`src/rtl/button_conditioner.sv`:
```
// Front-panel button conditioner: per-button synchronizer, debouncer, edge pulses,
// long-press detection and auto-repeat, all on the system clock.
module button_conditioner #(
  parameter int N_BTN           = 5,
  parameter int DEBOUNCE_CYCLES = 1000000,
  parameter int HOLD_CYCLES     = 50000000,
  parameter int REPEAT_CYCLES   = 10000000
) (
  input  logic             clk,
  input  logic             rst,
  input  logic [N_BTN-1:0] btn_raw,
  output logic [N_BTN-1:0] btn_level,
  output logic [N_BTN-1:0] btn_press,
  output logic [N_BTN-1:0] btn_release,
  output logic [N_BTN-1:0] btn_long,
  output logic [N_BTN-1:0] btn_repeat,
  output logic             any_press
);

  localparam int DB_W   = (DEBOUNCE_CYCLES > 1) ? $clog2(DEBOUNCE_CYCLES) : 1;
  localparam int HOLD_W = (HOLD_CYCLES > 1)     ? $clog2(HOLD_CYCLES)     : 1;
  localparam int REP_W  = (REPEAT_CYCLES > 1)   ? $clog2(REPEAT_CYCLES)   : 1;

  typedef enum logic [1:0] {
    ST_IDLE,
    ST_HELD,
    ST_REPEATING
  } hold_state_e;

  logic [N_BTN-1:0] s1_q;
  logic [N_BTN-1:0] s2_q;
  logic [N_BTN-1:0] press_vec_d;
  logic             any_press_q;

  always_ff @(posedge clk) begin
    if (rst) begin
      s1_q        <= '0;
      s2_q        <= '0;
      any_press_q <= 1'b0;
    end else begin
      s1_q        <= btn_raw;
      s2_q        <= s1_q;
      any_press_q <= |press_vec_d;
    end
  end

  assign any_press = any_press_q;

  generate
    for (genvar gi = 0; gi < N_BTN; gi++) begin : g_btn
      logic [DB_W-1:0]   db_cnt_q, db_cnt_d;
      logic [HOLD_W-1:0] hold_cnt_q, hold_cnt_d;
      logic [REP_W-1:0]  rep_cnt_q, rep_cnt_d;
      hold_state_e       state_q, state_d;
      logic              stable_q, stable_d;
      logic              press_q, press_d;
      logic              release_q, release_d;
      logic              long_q, long_d;
      logic              repeat_q, repeat_d;

      always_ff @(posedge clk) begin
        if (rst) begin
          db_cnt_q   <= '0;
          hold_cnt_q <= '0;
          rep_cnt_q  <= '0;
          state_q    <= ST_IDLE;
          stable_q   <= 1'b0;
          press_q    <= 1'b0;
          release_q  <= 1'b0;
          long_q     <= 1'b0;
          repeat_q   <= 1'b0;
        end else begin
          db_cnt_q   <= db_cnt_d;
          hold_cnt_q <= hold_cnt_d;
          rep_cnt_q  <= rep_cnt_d;
          state_q    <= state_d;
          stable_q   <= stable_d;
          press_q    <= press_d;
          release_q  <= release_d;
          long_q     <= long_d;
          repeat_q   <= repeat_d;
        end
      end

      always_comb begin
        db_cnt_d   = '0;
        stable_d   = stable_q;
        state_d    = state_q;
        hold_cnt_d = hold_cnt_q;
        rep_cnt_d  = rep_cnt_q;
        long_d     = 1'b0;
        repeat_d   = 1'b0;

        // Any sample equal to the accepted level restarts the debounce window.
        if (s2_q[gi] != stable_q) begin
          if (db_cnt_q == DB_W'(DEBOUNCE_CYCLES - 1)) begin
            stable_d = s2_q[gi];
          end else begin
            db_cnt_d = db_cnt_q + DB_W'(1);
          end
        end

        press_d   = stable_d & ~stable_q;
        release_d = ~stable_d & stable_q;

        if (release_d) begin
          // Release wins over any long/repeat pulse due on the same cycle.
          state_d    = ST_IDLE;
          hold_cnt_d = '0;
          rep_cnt_d  = '0;
        end else begin
          case (state_q)
            ST_IDLE: begin
              if (press_d) begin
                state_d    = ST_HELD;
                hold_cnt_d = '0;
                repeat_d   = 1'b1;
              end
            end
            ST_HELD: begin
              if (hold_cnt_q == HOLD_W'(HOLD_CYCLES - 1)) begin
                long_d    = 1'b1;
                repeat_d  = 1'b1;
                state_d   = ST_REPEATING;
                rep_cnt_d = '0;
              end else begin
                hold_cnt_d = hold_cnt_q + HOLD_W'(1);
              end
            end
            ST_REPEATING: begin
              if (rep_cnt_q == REP_W'(REPEAT_CYCLES - 1)) begin
                repeat_d  = 1'b1;
                rep_cnt_d = '0;
              end else begin
                rep_cnt_d = rep_cnt_q + REP_W'(1);
              end
            end
            default: state_d = ST_IDLE;
          endcase
        end
      end

      assign press_vec_d[gi] = press_d;
      assign btn_level[gi]   = stable_q;
      assign btn_press[gi]   = press_q;
      assign btn_release[gi] = release_q;
      assign btn_long[gi]    = long_q;
      assign btn_repeat[gi]  = repeat_q;
    end
  endgenerate

endmodule

```
`config.mk`:
```
export PLATFORM = sky130hd
export DESIGN_NAME = button_conditioner
export DESIGN_NICKNAME = d
export VERILOG_FILES = /design/src/rtl/button_conditioner.sv
export SDC_FILE = /design/constraint.sdc
export NUM_CORES = 1
export LEC_CHECK = 0
export BUFFER_PORTS_ARGS = -buffer_cell sky130_fd_sc_hd__buf_2
export CAP_MARGIN = 30
export CORE_ASPECT_RATIO = 0.8
export CORE_MARGIN = 2
export CORE_UTILIZATION = 38
export DETAILED_ROUTE_END_ITERATION = 7
export PLACE_DENSITY_LB_ADDON = 0.3
export SLEW_MARGIN = 20
export SYNTH_ARGS = -nofsm -noshare
export SYNTH_HDL_FRONTEND = slang
export SYNTH_SLANG_ARGS = --single-unit
```
`constraint.sdc`:
```
create_clock -name clk -period 2.5 [get_ports clk]
set_input_delay 0.25 -clock clk [delete_from_list [all_inputs] [get_ports clk]]
set_output_delay 0.25 -clock clk [all_outputs]
set_load 0.01 [all_outputs]
```
* After elaboration in Yosys (flattened, before gate mapping)
Cells that the tools add are included.
Widths: inputs -> output; s select.
** Word-level totals
- Register bits :: 396
- Bits of input ports :: 7
- Output and inout port bits :: 26
- Word-level logic and storage cells :: 264
** Cells by class
- Add/sub/neg operators :: 15
- Eq/ne operators :: 45
- Mux-type cells :: 75
- Bitwise operators :: 35
- Reduce and logical (&&, ||, !) cells :: 46
** Operator list (count)
- $mux 26 :: 10
- $pmux 26 s2 :: 5
- $mux 24 :: 10
- $pmux 24 s2 :: 5
- $add 26x1->26 const B :: 5
- $eq 26x26->1 const B :: 5
- $add 24x1->24 const B :: 5
- $eq 24x24->1 const B :: 5
- $add 20x1->20 const B :: 5
- $eq 20x20->1 const B :: 5
- $ne 2x2->1 const B :: 15
- $pmux 2 s3 :: 5
- $reduce_and 3->1 :: 10
- $reduce_or 3->1 :: 10
- $mux 1 :: 25
- $not 1->1 :: 25
- $mux 2 :: 10
- $reduce_bool 2->1 :: 10
- $pmux 1 s3 :: 5
- $and 1x1->1 :: 10
- $eq 2x1->1 const B :: 5
- $eq 2x2->1 const B :: 5
- $logic_not 2->1 :: 5
- $reduce_and 2->1 :: 5
- other kinds (3) :: 11

* Logic depth before layout (Yosys ltp)
Gate-level depths: netlist of the first run.
- Depth in word-level cells :: 6
- Gate-level depth with buffers :: 9
- Gate-level depth less buffers :: 6

* Least setup slack after synthesis of the first run
OpenSTA, ideal clock, no wires.
- Path type :: register -> register
- Start :: reg g_btn[0].db_cnt_q[0]
- End :: reg g_btn[0].hold_cnt_q[8]
- Library setup time :: 0.122 ns
- Data arrival time :: 2.192 ns
- Required time :: 2.378 ns
- Slack :: 0.185 ns
- Stages on the path, launching flop included :: 9
- Path buffers :: 2
- Clock period less this slack :: 2.315 ns
- Cell sequence :: dfxtp_1 > ha_1 > inv_1 > or4_4 > or4_4 > buf_6 > buf_8 > a21oi_2 > o22ai_1
** On the way
- Word-level cells in the longest chain between the ends :: 6
- Elaborated cells on any way between the ends :: 9
- Those cells by class :: eq/ne (2); mux (2); bitwise (3); reduce/logical (2)
** RTL lines
- start: declaration :: line 51 : logic [DB_W-1:0] db_cnt_q, db_cnt_d;
- start signal: assignment :: line 73 : db_cnt_q <= db_cnt_d;
- $eq 20x20->1 * :: line 96 : if (db_cnt_q == DB_W'(DEBOUNCE_CYCLES - 1)) begin
- $mux 1 * :: line 96
- $mux 1 * :: line 95 : if (s2_q[gi] != stable_q) begin
- $and 1x1->1 or $not 1->1 (tied branches) :: line 103, 104
- $ne 2x2->1 (no source line) or $and 1x1->1 (tied branches)
- $reduce_and 3->1 (no source line) or $reduce_or 2->1 (tied branches)
- end signal: assignment :: line 74 : hold_cnt_q <= hold_cnt_d;
- end: declaration :: line 52 : logic [HOLD_W-1:0] hold_cnt_q, hold_cnt_d;
Every way passes the cells marked *; elsewhere a longest branch is shown, timed or not.
A chain may end at the register's enable or synchronous reset.

* Worst setup path in the final report of the first run
- Start :: reg g_btn[0].db_cnt_q[0]
- End :: reg g_btn[0].hold_cnt_q[22]
Same word-level chain as after synthesis.

==> qor.csv, run 1 <==
stage,metric,value,unit
power_and_ir_drop,p_leak,7.138,nW
finish,fin_util,0.4407,
logic_synthesis,ys_types,81,
logic_synthesis,syn_area,20430,sq um
grt,grt_max_degree,39,
finish,register_area,7928,sq um
critical_path,path_max_fanout,10,
die,num_rows,75,
clock_tree,clock_latency,0.58,ns
sta,tightest_slew,0.7745,ns
sta,max_freq,427.2,MHz
clock_tree,numCtsBuffers,45,
clock_tree,tritoncts,done,
critical_path,critical-path-top-delay-family,simple AND/OR/NAND/NOR gates,
sta,finalCritPeriodShare,0.9364,
grt,grt_antenna_before_repair,0,
critical_path,cp_common_cell,or4_4,
job,maxCapViolations,0,
sta,rsz0062_at_grt,false,
critical_path,setup.worst_path.class,reg -> reg,
critical_path,r2r-start,g_btn[0].db_cnt_q[0]$_SDFF_PP0_,
logic_synthesis,yosysWarnings,0,
detailed_routing,drt_iter0_drc,1707,
logic_synthesis,synthCells,2545,
logic_synthesis,syn-num-nets,2567,
detailed_routing,via_count,19540,
critical_path,worstPathRequired,2.96,ns
sta,relSlewSlack,0.4789,
sta,final_hold_viol_count,0,
sta,timing.final.crit_period,2.341,ns
logic_synthesis,synth_area_leaders,"dfxtp_1 (39%), nand2_1 (4.7%), nand3_1 (4.6%), nor2_1 (4.0%), a21oi_1 (4.0%)",
critical_path,crit_buf_inv,2,
logic_synthesis,synth_top_area_share,0.3881,
detailed_routing,post_drt_wl_per_cell,16.12,um
grt,grt_overflow,0,
finish,antennaDiodeCount,0,
sta,setup-tns-final,0,ns
placed_design,gp_congestion,0.8893,
detailed_routing,vias_per_cell,5.922,
critical_path,slowest_stage,or4_4,
detailed_routing,wl,53210,um
grt,grt_pass1_wl,89460,um
critical_path,cp_slowest_stage_delay,0.64,ns
finish,area_delta_synth_final,13.78,%
critical_path,cp.arrival,2.80,ns
finish,nets,2594,
critical_path,cp-start-kind,register,
placed_design,dp_hpwl,36280,um
clock_tree,clk_pin_slew,0.06,ns
power_and_ir_drop,ir_worst_vdd,446.6,uV
logic_synthesis,synth_enable_flop_cells,0,
status,status,"complete, no violations",
logic_synthesis,ys.flop_type,dfxtp_1,
sta,finalClockSkew,0.02089,ns
detailed_routing,firstDrtPassIters,7,
die,core,52740,sq um
die,start_util,0.3874,
power_and_ir_drop,power_density,582.1,nW/um^2
finish,multi_input_area,11660,sq um
detailed_routing,ant_nets,0,
logic_synthesis,synth-seq-cells,396,
grt,gr-usage-all-layers,0.1865,
sta,report.final.slew_viol_count,0,
clock_tree,cts-htree-levels,2,
sta,setup_viol_count_final,0,
clock_tree,clk_path_buf_depth,3,
detailed_routing,drc,0,
clock_tree,root_buffer,clkbuf_16,
die,die_h,211.4,um
min_path,min_from,rst,
finish,layout-drive-gt1-share,0.1013,
logic_synthesis,yosysSeqAreaShare,0.3881,
die,die_area,55640,sq um
placed_design,io_buffers,32,
logic_synthesis,yosys.area.top_type,dfxtp_1,
die,die_x,263.2,um
min_path,min_path_type,in -> reg,
critical_path,critical_path.cell_chain,ha_1 -> inv_1 -> or4_4 -> or4_4 -> buf_4 -> a21oi_1 -> a211oi_1,
die,ioPinCount,33,
grt,grt_pass1_vias,18200,
critical_path,cp-startpoint,g_btn[0].db_cnt_q[0]$_SDFF_PP0_,
logic_synthesis,ys_async_sr_fraction,0,
clock_tree,clock_sinks,396,
logic_synthesis,synth.avg_cell_area,8.027,sq um
critical_path,end_kind,register,
finish,fillers,5146,
==> where the power goes <==
part           total (mW)  switching (mW)  leakage [nW]  internal (mW)
Clock                7.03            2.77         0.770           4.26
Sequential           6.33         0.00549          3.19           6.32
Combinational       0.179           0.129          3.18         0.0508
==> state kept, by name (all words and copies together), names as in the netlist <==
name	flops
any_press	1
g_btn.db_cnt_q	100
g_btn.hold_cnt_q	130
g_btn.long_q	5
g_btn.press_q	5
g_btn.release_q	5
g_btn.rep_cnt_q	120
g_btn.repeat_q	5
g_btn.stable_q	5
g_btn.state_q	10
s1_q	5
s2_q	5
==> repair_timing <==
action                                  in CTS  in global routing
hold buffers                                 5                  0
gates resized for setup                      0                  3
setup buffers                                0                  2
endpoints found under the hold margin        5                  0
endpoints found under the setup margin       0                 21
==> metrics by stage <==
step	power, mW	std cells	area (sq um)	setup WS, ns	hold WS, ns
global placement	6.634	3211	21610	0.1685	0.4176
detailed placement	6.638	3211	21610	0.1341	0.4308
CTS	13.70	3298	23220	0.1281	0.1682
global route	13.96	3300	23240	0.002797	0.2279
finish	13.53	3300	23240	0.1591	0.2173
floorplan	6.564	2545	20430	0.1852	0.3782
==> worst paths after layout <==
| kind | slack [ns] | endpoint | cells after the start |
|---|---|---|---|
| worst max-delay path | 0.16 | g_btn[0].hold_cnt_q[22]$_SDFFE_PP0P_ | 7 |
| worst min register to register | 0.44 | g_btn[3].db_cnt_q[0]$_SDFF_PP0_ | 1 |
| worst min-delay path | 0.22 | g_btn[3].rep_cnt_q[11]$_SDFFE_PP0P_ | 4 |
| worst max register to register | 0.16 | g_btn[0].hold_cnt_q[22]$_SDFFE_PP0P_ | 7 |
==> cell usage after synthesis, drive strengths merged (58+ instances only) <==
library cell and number:
o21ai 99, and3 58, xnor2 59, nand2 255, nand4 98, nor2 220
a31oi 95, nand3 187, clkbuf 118, a21oi 165, dfxtp 396, nor3 58
==> per-layer routing <==
layer,wire (um),share of wire,up-vias,global-route usage
li1,-,-,9634,-
met1,25950,0.49,9257,0.2642
met2,23010,0.43,571,0.2887
met3,3273,0.062,79,0.03234
met4,970,0.018,0,0.05734
met5,0,0,-,0
==> tightest hold or removal path: stages <==
cell,delay [ns]
buf_2,0.16
a31oi_1,0.16
nand2_1,0.10
o21ai_0,0.06
==> area by class of cell <==
type,instances,share of cell area
Clock inverter,15,0.009205
Tap cell,693,0.03730
Sequential cell,396,0.3411
Inverter,46,0.007429
Timing Repair Buffer,144,0.04522
Clock buffer,67,0.05814
Multi-Input combinational cell,1939,0.5016
==> cells in the final DEF, fill, tap and decap left out, drive strengths merged, types with 38 or more instances in the layout <==
| cell | n |
|---|---|
| a21oi | 165 |
| a311oi | 55 |
| a31oi | 95 |
| and3 | 58 |
| and4 | 51 |
| buf | 139 |
| clkbuf | 67 |
| dfxtp | 396 |
| inv | 47 |
| nand2 | 255 |
| nand3 | 187 |
| nand4 | 98 |
| nor2 | 220 |
| nor3 | 58 |
| nor4 | 53 |
| o21ai | 99 |
| or3 | 52 |
| xnor2 | 59 |
| xor2 | 38 |
==> kinds of logic (layout without fill, tap and decap cells) <==
| group | Yosys count | in the layout | synth area share |
|---|---|---|---|
| AOI/OAI and AO/OA | 611 | 611 | 0.1973 |
| xor gates and xnor gates | 97 | 97 | 0.04159 |
| adders and majority gates | 15 | 15 | 0.009187 |
| buffers and inverters | 210 | 272 | 0.04514 |
| DFF | 396 | 396 | 0.3881 |
| muxes | 9 | 9 | 0.004410 |
| and+or+nand+nor | 1207 | 1207 | 0.3143 |
Note: power is estimated with default switching activity, not from simulation.
==> inputs of run 2 (changes only) <==
--- a/config.mk
+++ b/config.mk
@@ -8,8 +8,9 @@
 export BUFFER_PORTS_ARGS = -buffer_cell sky130_fd_sc_hd__buf_2
 export CAP_MARGIN = 30
 export CORE_ASPECT_RATIO = 0.8
-export CORE_MARGIN = 2
+export CORE_MARGIN = 10
 export CORE_UTILIZATION = 38
+export CTS_CLUSTER_DIAMETER = 40
 export DETAILED_ROUTE_END_ITERATION = 7
 export PLACE_DENSITY_LB_ADDON = 0.3
 export SLEW_MARGIN = 20
==> qor.csv, run 2 (synthesis gave the netlist of run 1 again) <==
stage,metric,value,unit,change
status,status,"complete, no violations",,
power_and_ir_drop,p_int,12.39,mW,+17%
sta,relSlewSlack,0.3744,,-0.1045
sta,max_freq,419.7,MHz,-1.8%
finish,largest_register,g_btn.hold_cnt_q,,
placed_design,placed_cells,3207,,-0.12%
min_path,min_path_cells,4,,unchanged
clock_tree,clock_latency,0.60,ns,+0.02 ns
finish,antennaDiodeCount,0,,unchanged
grt,gr-usage-all-layers,0.1653,,-0.02115
detailed_routing,vias_per_cell,5.903,,-0.32%
finish,largest_reg_flops,130,,unchanged
critical_path,slowest_stage,or4_4,,
finish,reg.largest.list,"g_btn.hold_cnt_q (130), g_btn.rep_cnt_q (120), g_btn.db_cnt_q (100)",,
detailed_routing,wl,54060,um,+1.6%
clock_tree,postCtsSetupRepairBufs,0,,unchanged
sta,finalCritPeriodShare,0.9531,,+0.01677
clock_tree,cts-htree-levels,3,,+1
detailed_routing,ant_nets,0,,unchanged
sta,tightest_slew,0.9384,ns,+0.1638 ns
grt,grt_pass1_wl,90680,um,+1.4%
min_path,min_path_type,in -> reg,,
sta,finalClockSkew,0.03663,ns,+0.01575 ns
sta,setup_viol_count_final,0,,unchanged
critical_path,crit_buf_inv,2,,unchanged
detailed_routing,drt_iter0_drc,1694,,-0.76%
critical_path,end_kind,register,,
detailed_routing,firstDrtPassIters,6,,-1
detailed_routing,via_count,19690,,+0.74%
clock_tree,clk_path_buf_depth,3,,unchanged
finish,final_common_cell,dfxtp_1,,
die,die_area,63490,sq um,+14%
placed_design,gp_congestion,0.8760,,-1.5%
sta,report.final.slew_viol_count,0,,unchanged
power_and_ir_drop,swShare,0.2262,,+0.01156
clock_tree,numCtsBuffers,68,,+51%
finish,layout-drive-gt1-share,0.1151,,+0.01380
critical_path,worstPathRequired,2.96,ns,about the same
clock_tree,tritoncts,done,,
critical_path,critical-path-top-delay-family,simple AND/OR/NAND/NOR gates,,
sta,final_hold_viol_count,0,,unchanged
finish,area_delta_synth_final,17.45,%,
clock_tree,clk_pin_slew,0.05,ns,about the same
grt,grt_overflow,0,,unchanged
critical_path,cp_slowest_stage_delay,0.58,ns,-0.06 ns
die,core,52830,sq um,+0.18%
sta,rsz0062_at_grt,false,,
power_and_ir_drop,p_leak,7.469,nW,+4.6%
power_and_ir_drop,ir_worst_vdd,428.4,uV,-4.1%
critical_path,cp-start-kind,register,,
clock_tree,root_buffer,clkbuf_16,,
power_and_ir_drop,combPwrFrac,0.011,,-0.002
job,maxCapViolations,0,,unchanged
power_and_ir_drop,seqPwrFrac,0.395,,-0.072
sta,timing.final.crit_period,2.383,ns,+0.04192 ns
placed_design,dp_hpwl,36600,um,+0.88%
detailed_routing,drc,0,,unchanged
critical_path,cp_common_cell,or4_4,,
power_and_ir_drop,p_clk_frac,0.593,,+0.074
critical_path,path_max_fanout,9,,-1
power_and_ir_drop,power_density,667.6,nW/um^2,+15%
clock_tree,clock_sinks,396,,unchanged
sta,hold-worst-slack,0.1845,ns,-0.03273 ns
finish,final_cells,3335,,+1.1%
sta,setup-tns-final,0,ns,unchanged
grt,grt_max_degree,41,,+5.1%
finish,nets,2611,,+0.66%
critical_path,critical_path.cell_chain,ha_1 -> inv_1 -> or4_4 -> or4_4 -> buf_4 -> a22oi_1 -> o21ai_0,,
finish,final_cell_mix,"dfxtp_1 (395), nand2_1 (254), nor2_1 (220)",,
die,die_h,227.4,um,+7.6%
critical_path,cp.arrival,2.84,ns,+0.04 ns
die,die_x,279.2,um,+6.1%
detailed_routing,post_drt_wl_per_cell,16.21,um,+0.53%
power_and_ir_drop,switchingPower,3.623,mW,+25%
grt,grt_antenna_before_repair,0,,unchanged
grt,grt_pass1_vias,18190,,-0.055%
placed_design,io_buffers,32,,unchanged
die,num_rows,75,,unchanged
die,start_util,0.3867,,-0.0006880
die,ioPinCount,33,,unchanged
critical_path,r2r.worst_path.cells,7,,unchanged
critical_path,crit_cells,7,,unchanged
critical_path,setup.worst_path.class,reg -> reg,,
run 2: changes by cell type in the layout (fill, tap and decap cells not counted), sizes merged:
cell      delta
clkbuf      +16
inv         +12
clkinv       +8
buf          -6
clkinvlp     +4
bufinv       +1
run 2: area by class of cell:
class / instances / area [sq um]
clock inverter: 40 / 476.7
inverter: 46 / 172.7
timing repair buffer: 138 / 1018
tap: 693 / 867.1
fill: 5163 / 28840
multi-input combinational: 1939 / 11670
sequential: 396 / 7929
clock buffer: 83 / 1859
run 2: through the flow:
step / utilization / power, mW / area, sq um / setup slack (ns)
3_5_place_dp: 0.4087 / 6.643 / 21590 / 0.1432
2_1_floorplan: - / 6.564 / 20430 / 0.1852
4_1_cts: 0.4538 / 16.25 / 23980 / 0.09371
6_report: 0.4541 / 16.02 / 23990 / 0.1172
3_3_place_gp: 0.4085 / 6.640 / 21580 / 0.1684
5_1_grt: 0.4541 / 16.53 / 23990 / 0.01265
run 2: power by group through the flow:
stage / Clock [mW] / Sequential (mW) / Combinational, mW
2_1_floorplan: 0 / 6.46 / 0.101
3_3_place_gp: 0 / 6.46 / 0.175
3_5_place_dp: 0 / 6.47 / 0.177
4_1_cts: 9.73 / 6.33 / 0.184
5_1_grt: 10.0 / 6.33 / 0.198
6_report: 9.50 / 6.33 / 0.183
run 2: routing by layer:
| metal | vias up | part of all wire | GRT usage |
|---|---|---|---|
| met1 | 9376 | 0.49 | 0.2351 |
| met3 | 81 | 0.062 | 0.03735 |
| met4 | 0 | 0.017 | 0.04762 |
| met5 | - | 0 | 0 |
| met2 | 528 | 0.43 | 0.2454 |
| li1 | 9700 | - | - |
run 2: path summary, 6_finish.rpt:
path,start,endpoint,slack [ns]
setup / recovery,g_btn[0].db_cnt_q[1]$_SDFF_PP0_,g_btn[0].hold_cnt_q[7]$_SDFFE_PP0P_,0.12
hold / removal,rst,g_btn[3].rep_cnt_q[11]$_SDFFE_PP0P_,0.18
setup reg to reg,g_btn[0].db_cnt_q[1]$_SDFF_PP0_,g_btn[0].hold_cnt_q[7]$_SDFFE_PP0P_,0.12
hold reg to reg,s1_q[1]$_SDFF_PP0_,s2_q[1]$_SDFF_PP0_,0.43
run 2: timing repair:
action,CTS,global route
gates resized for setup,0,4
hold buffers,5,0
endpoints found under the setup margin,0,31
hold endpoints to repair,5,0
run 2: tightest hold or removal path, stage by stage:
cell	delay [ns]
buf_2	0.14
a31oi_1	0.16
nand2_1	0.10
o21ai_0	0.06
==> inputs of run 3 (changes only) <==
--- a/config.mk
+++ b/config.mk
@@ -5,13 +5,13 @@
 export SDC_FILE = /design/constraint.sdc
 export NUM_CORES = 1
 export LEC_CHECK = 0
-export BUFFER_PORTS_ARGS = -buffer_cell sky130_fd_sc_hd__buf_2
 export CAP_MARGIN = 30
 export CORE_ASPECT_RATIO = 0.8
 export CORE_MARGIN = 10
 export CORE_UTILIZATION = 38
 export CTS_CLUSTER_DIAMETER = 40
 export DETAILED_ROUTE_END_ITERATION = 7
+export DONT_BUFFER_PORTS = 1
 export PLACE_DENSITY_LB_ADDON = 0.3
 export SLEW_MARGIN = 20
 export SYNTH_ARGS = -nofsm -noshare
==> qor.csv, run 3 (synthesis gave the netlist of run 1 again) <==
stage,metric,value,unit,change
detailed_routing,drt_iter0_drc,1862,,+9.9%
sta,finalCritPeriodShare,0.9767,,+0.02355
detailed_routing,post_drt_wl_per_cell,16.31,um,+0.62%
power_and_ir_drop,swShare,0.2222,,-0.003936
finish,reg.largest.list,"g_btn.hold_cnt_q (130), g_btn.rep_cnt_q (120), g_btn.db_cnt_q (100)",,
status,status,"complete, no violations",,
finish,largest_register,g_btn.hold_cnt_q,,
sta,rsz0062_at_grt,false,,
grt,grt_overflow,0,,unchanged
sta,timing.final.crit_period,2.442,ns,+0.05887 ns
detailed_routing,wl,53620,um,-0.80%
sta,max_freq,409.6,MHz,-2.4%
power_and_ir_drop,switchingPower,3.306,mW,-8.7%
finish,nets,2573,,-1.5%
clock_tree,cts-htree-levels,2,,-1
die,num_rows,75,,unchanged
finish,largest_reg_flops,130,,unchanged
sta,setup_viol_count_final,0,,unchanged
detailed_routing,via_count,19510,,-0.91%
sta,finalClockSkew,0.02238,ns,-0.01426 ns
die,start_util,0.3867,,unchanged
power_and_ir_drop,combPwrFrac,0.012,,about the same
die,die_area,63490,sq um,unchanged
critical_path,r2r-start,g_btn[0].db_cnt_q[0]$_SDFF_PP0_,,
clock_tree,clock_sinks,396,,unchanged
finish,antennaDiodeCount,0,,unchanged
critical_path,r2r.worst_path.cells,6,,-1
detailed_routing,firstDrtPassIters,5,,-1
power_and_ir_drop,p_leak,7.161,nW,-4.1%
clock_tree,clk_pin_slew,0.06,ns,about the same
critical_path,r2r-end,g_btn[0].hold_cnt_q[6]$_SDFFE_PP0P_,,
critical_path,setup.worst_path.class,reg -> reg,,
clock_tree,clock_latency,0.61,ns,about the same
die,ioPinCount,33,,unchanged
grt,grt_pass1_vias,17850,,-1.9%
power_and_ir_drop,p_clk_frac,0.562,,-0.031
job,maxCapViolations,0,,unchanged
sta,setup-tns-final,0,ns,unchanged
critical_path,worstPathRequired,2.97,ns,about the same
sta,hold-worst-slack,0.07392,ns,-0.1106 ns
critical_path,cp-start-kind,register,,
placed_design,gp_congestion,0.8894,,+1.5%
critical_path,cp.arrival,2.91,ns,+0.07 ns
finish,final_common_cell,dfxtp_1,,
die,die_x,279.2,um,unchanged
clock_tree,postCtsSetupRepairBufs,0,,unchanged
finish,layout-drive-gt1-share,0.09904,,-0.01603
grt,grt_pass1_wl,90560,um,-0.13%
placed_design,io_buffers,0,,-100%
power_and_ir_drop,seqPwrFrac,0.426,,+0.031
die,core,52830,sq um,unchanged
clock_tree,tritoncts,done,,
grt,gr-usage-all-layers,0.1647,,-0.0006186
clock_tree,numCtsBuffers,58,,-15%
power_and_ir_drop,power_density,631.5,nW/um^2,-5.4%
power_and_ir_drop,ir_worst_vdd,496.8,uV,+16%
critical_path,cp-startpoint,g_btn[0].db_cnt_q[0]$_SDFF_PP0_,,
detailed_routing,ant_nets,0,,unchanged
sta,final_hold_viol_count,0,,unchanged
finish,final_cell_mix,"dfxtp_1 (396), nand2_1 (254), nor2_1 (220)",,
critical_path,end_kind,register,,
grt,grt_max_degree,36,,-12%
sta,report.final.slew_viol_count,0,,unchanged
critical_path,ff2ff_setup_slack,0.06,ns,-0.06 ns
power_and_ir_drop,p_int,11.57,mW,-6.7%
critical_path,critical_path.endpoint,g_btn[0].hold_cnt_q[6]$_SDFFE_PP0P_,,
sta,relSlewSlack,0.3578,,-0.01660
clock_tree,clk_path_buf_depth,3,,unchanged
placed_design,dp_hpwl,35890,um,-1.9%
detailed_routing,drc,0,,unchanged
min_path,min_path_type,in -> reg,,
sta,tightest_slew,0.9588,ns,+0.02043 ns
grt,grt_antenna_before_repair,1,,+1
finish,area_delta_synth_final,15.31,%,
critical_path,path_max_fanout,13,,+4
die,die_h,227.4,um,unchanged
detailed_routing,vias_per_cell,5.932,,+0.50%
clock_tree,root_buffer,clkbuf_16,,
[run 3: how the worst min path moves through the flow]
stage	depth (start not counted)	from	slack [ns]	to
floorplan	1	btn_raw[0]	0.38	s1_q[0]$_SDFF_PP0_
global placement	1	rst	0.33	s2_q[3]$_SDFF_PP0_
detailed placement	1	rst	0.33	s2_q[3]$_SDFF_PP0_
CTS	2	rst	0.04	g_btn[3].hold_cnt_q[1]$_SDFFE_PP0P_
global route	2	rst	0.07	g_btn[3].hold_cnt_q[7]$_SDFFE_PP0P_
finish	2	rst	0.07	g_btn[3].hold_cnt_q[1]$_SDFFE_PP0P_
[run 3: repair_timing]
item	in CTS	in global routing
endpoints found under the hold margin	37	0
setup endpoints to repair	0	17
gates resized for setup	0	4
hold buffers	7	0
[run 3: stage by stage]
stage	setup slack, ns	total power [mW]	std cells	utilization	cell area, sq um
after floorplan	0.1852	6.564	2545	-	20430
after global placement	0.1221	6.622	3176	0.4063	21460
after detailed placement	0.08684	6.626	3176	0.4063	21460
after CTS	0.07019	15.08	3287	0.4454	23530
after global routing	0.001794	15.39	3288	0.4459	23560
final	0.05829	14.88	3288	0.4459	23560
[run 3: critical path: stages, from the launching register on]
cell      delay [ns]
dfxtp_1         0.38
ha_1            0.19
inv_1           0.07
or4_4           0.53
or4_4           0.66
nand2_1         0.30
a311oi_1        0.16
[run 3: power groups by stage]
stage	sequential, mW	clock (mW)	combinational, mW
2_1_floorplan	6.46	0	0.101
3_3_place_gp	6.47	0	0.157
3_5_place_dp	6.47	0	0.160
4_1_cts	6.33	8.57	0.183
5_1_grt	6.33	8.86	0.197
6_report	6.33	8.36	0.182
[run 3: metal layers]
| layer | vias to the layer above | share of wire | GRT usage |
|---|---|---|---|
| met5 | - | 0 | 0 |
| met4 | 0 | 0.015 | 0.04044 |
| met3 | 58 | 0.067 | 0.03162 |
| met2 | 534 | 0.42 | 0.2439 |
| met1 | 9306 | 0.50 | 0.2405 |
| li1 | 9607 | - | - |
[run 3: final cells by class]
class / instances / area, sq um
Clock buffer: 68 / 1550
Clock inverter: 36 / 437.9
Timing Repair Buffer: 110 / 928.4
Tap cell: 693 / 867.1
Fill cell: 5092 / 29280
Inverter: 46 / 172.7
Multi-Input combinational cell: 1939 / 11670
Sequential cell: 396 / 7928
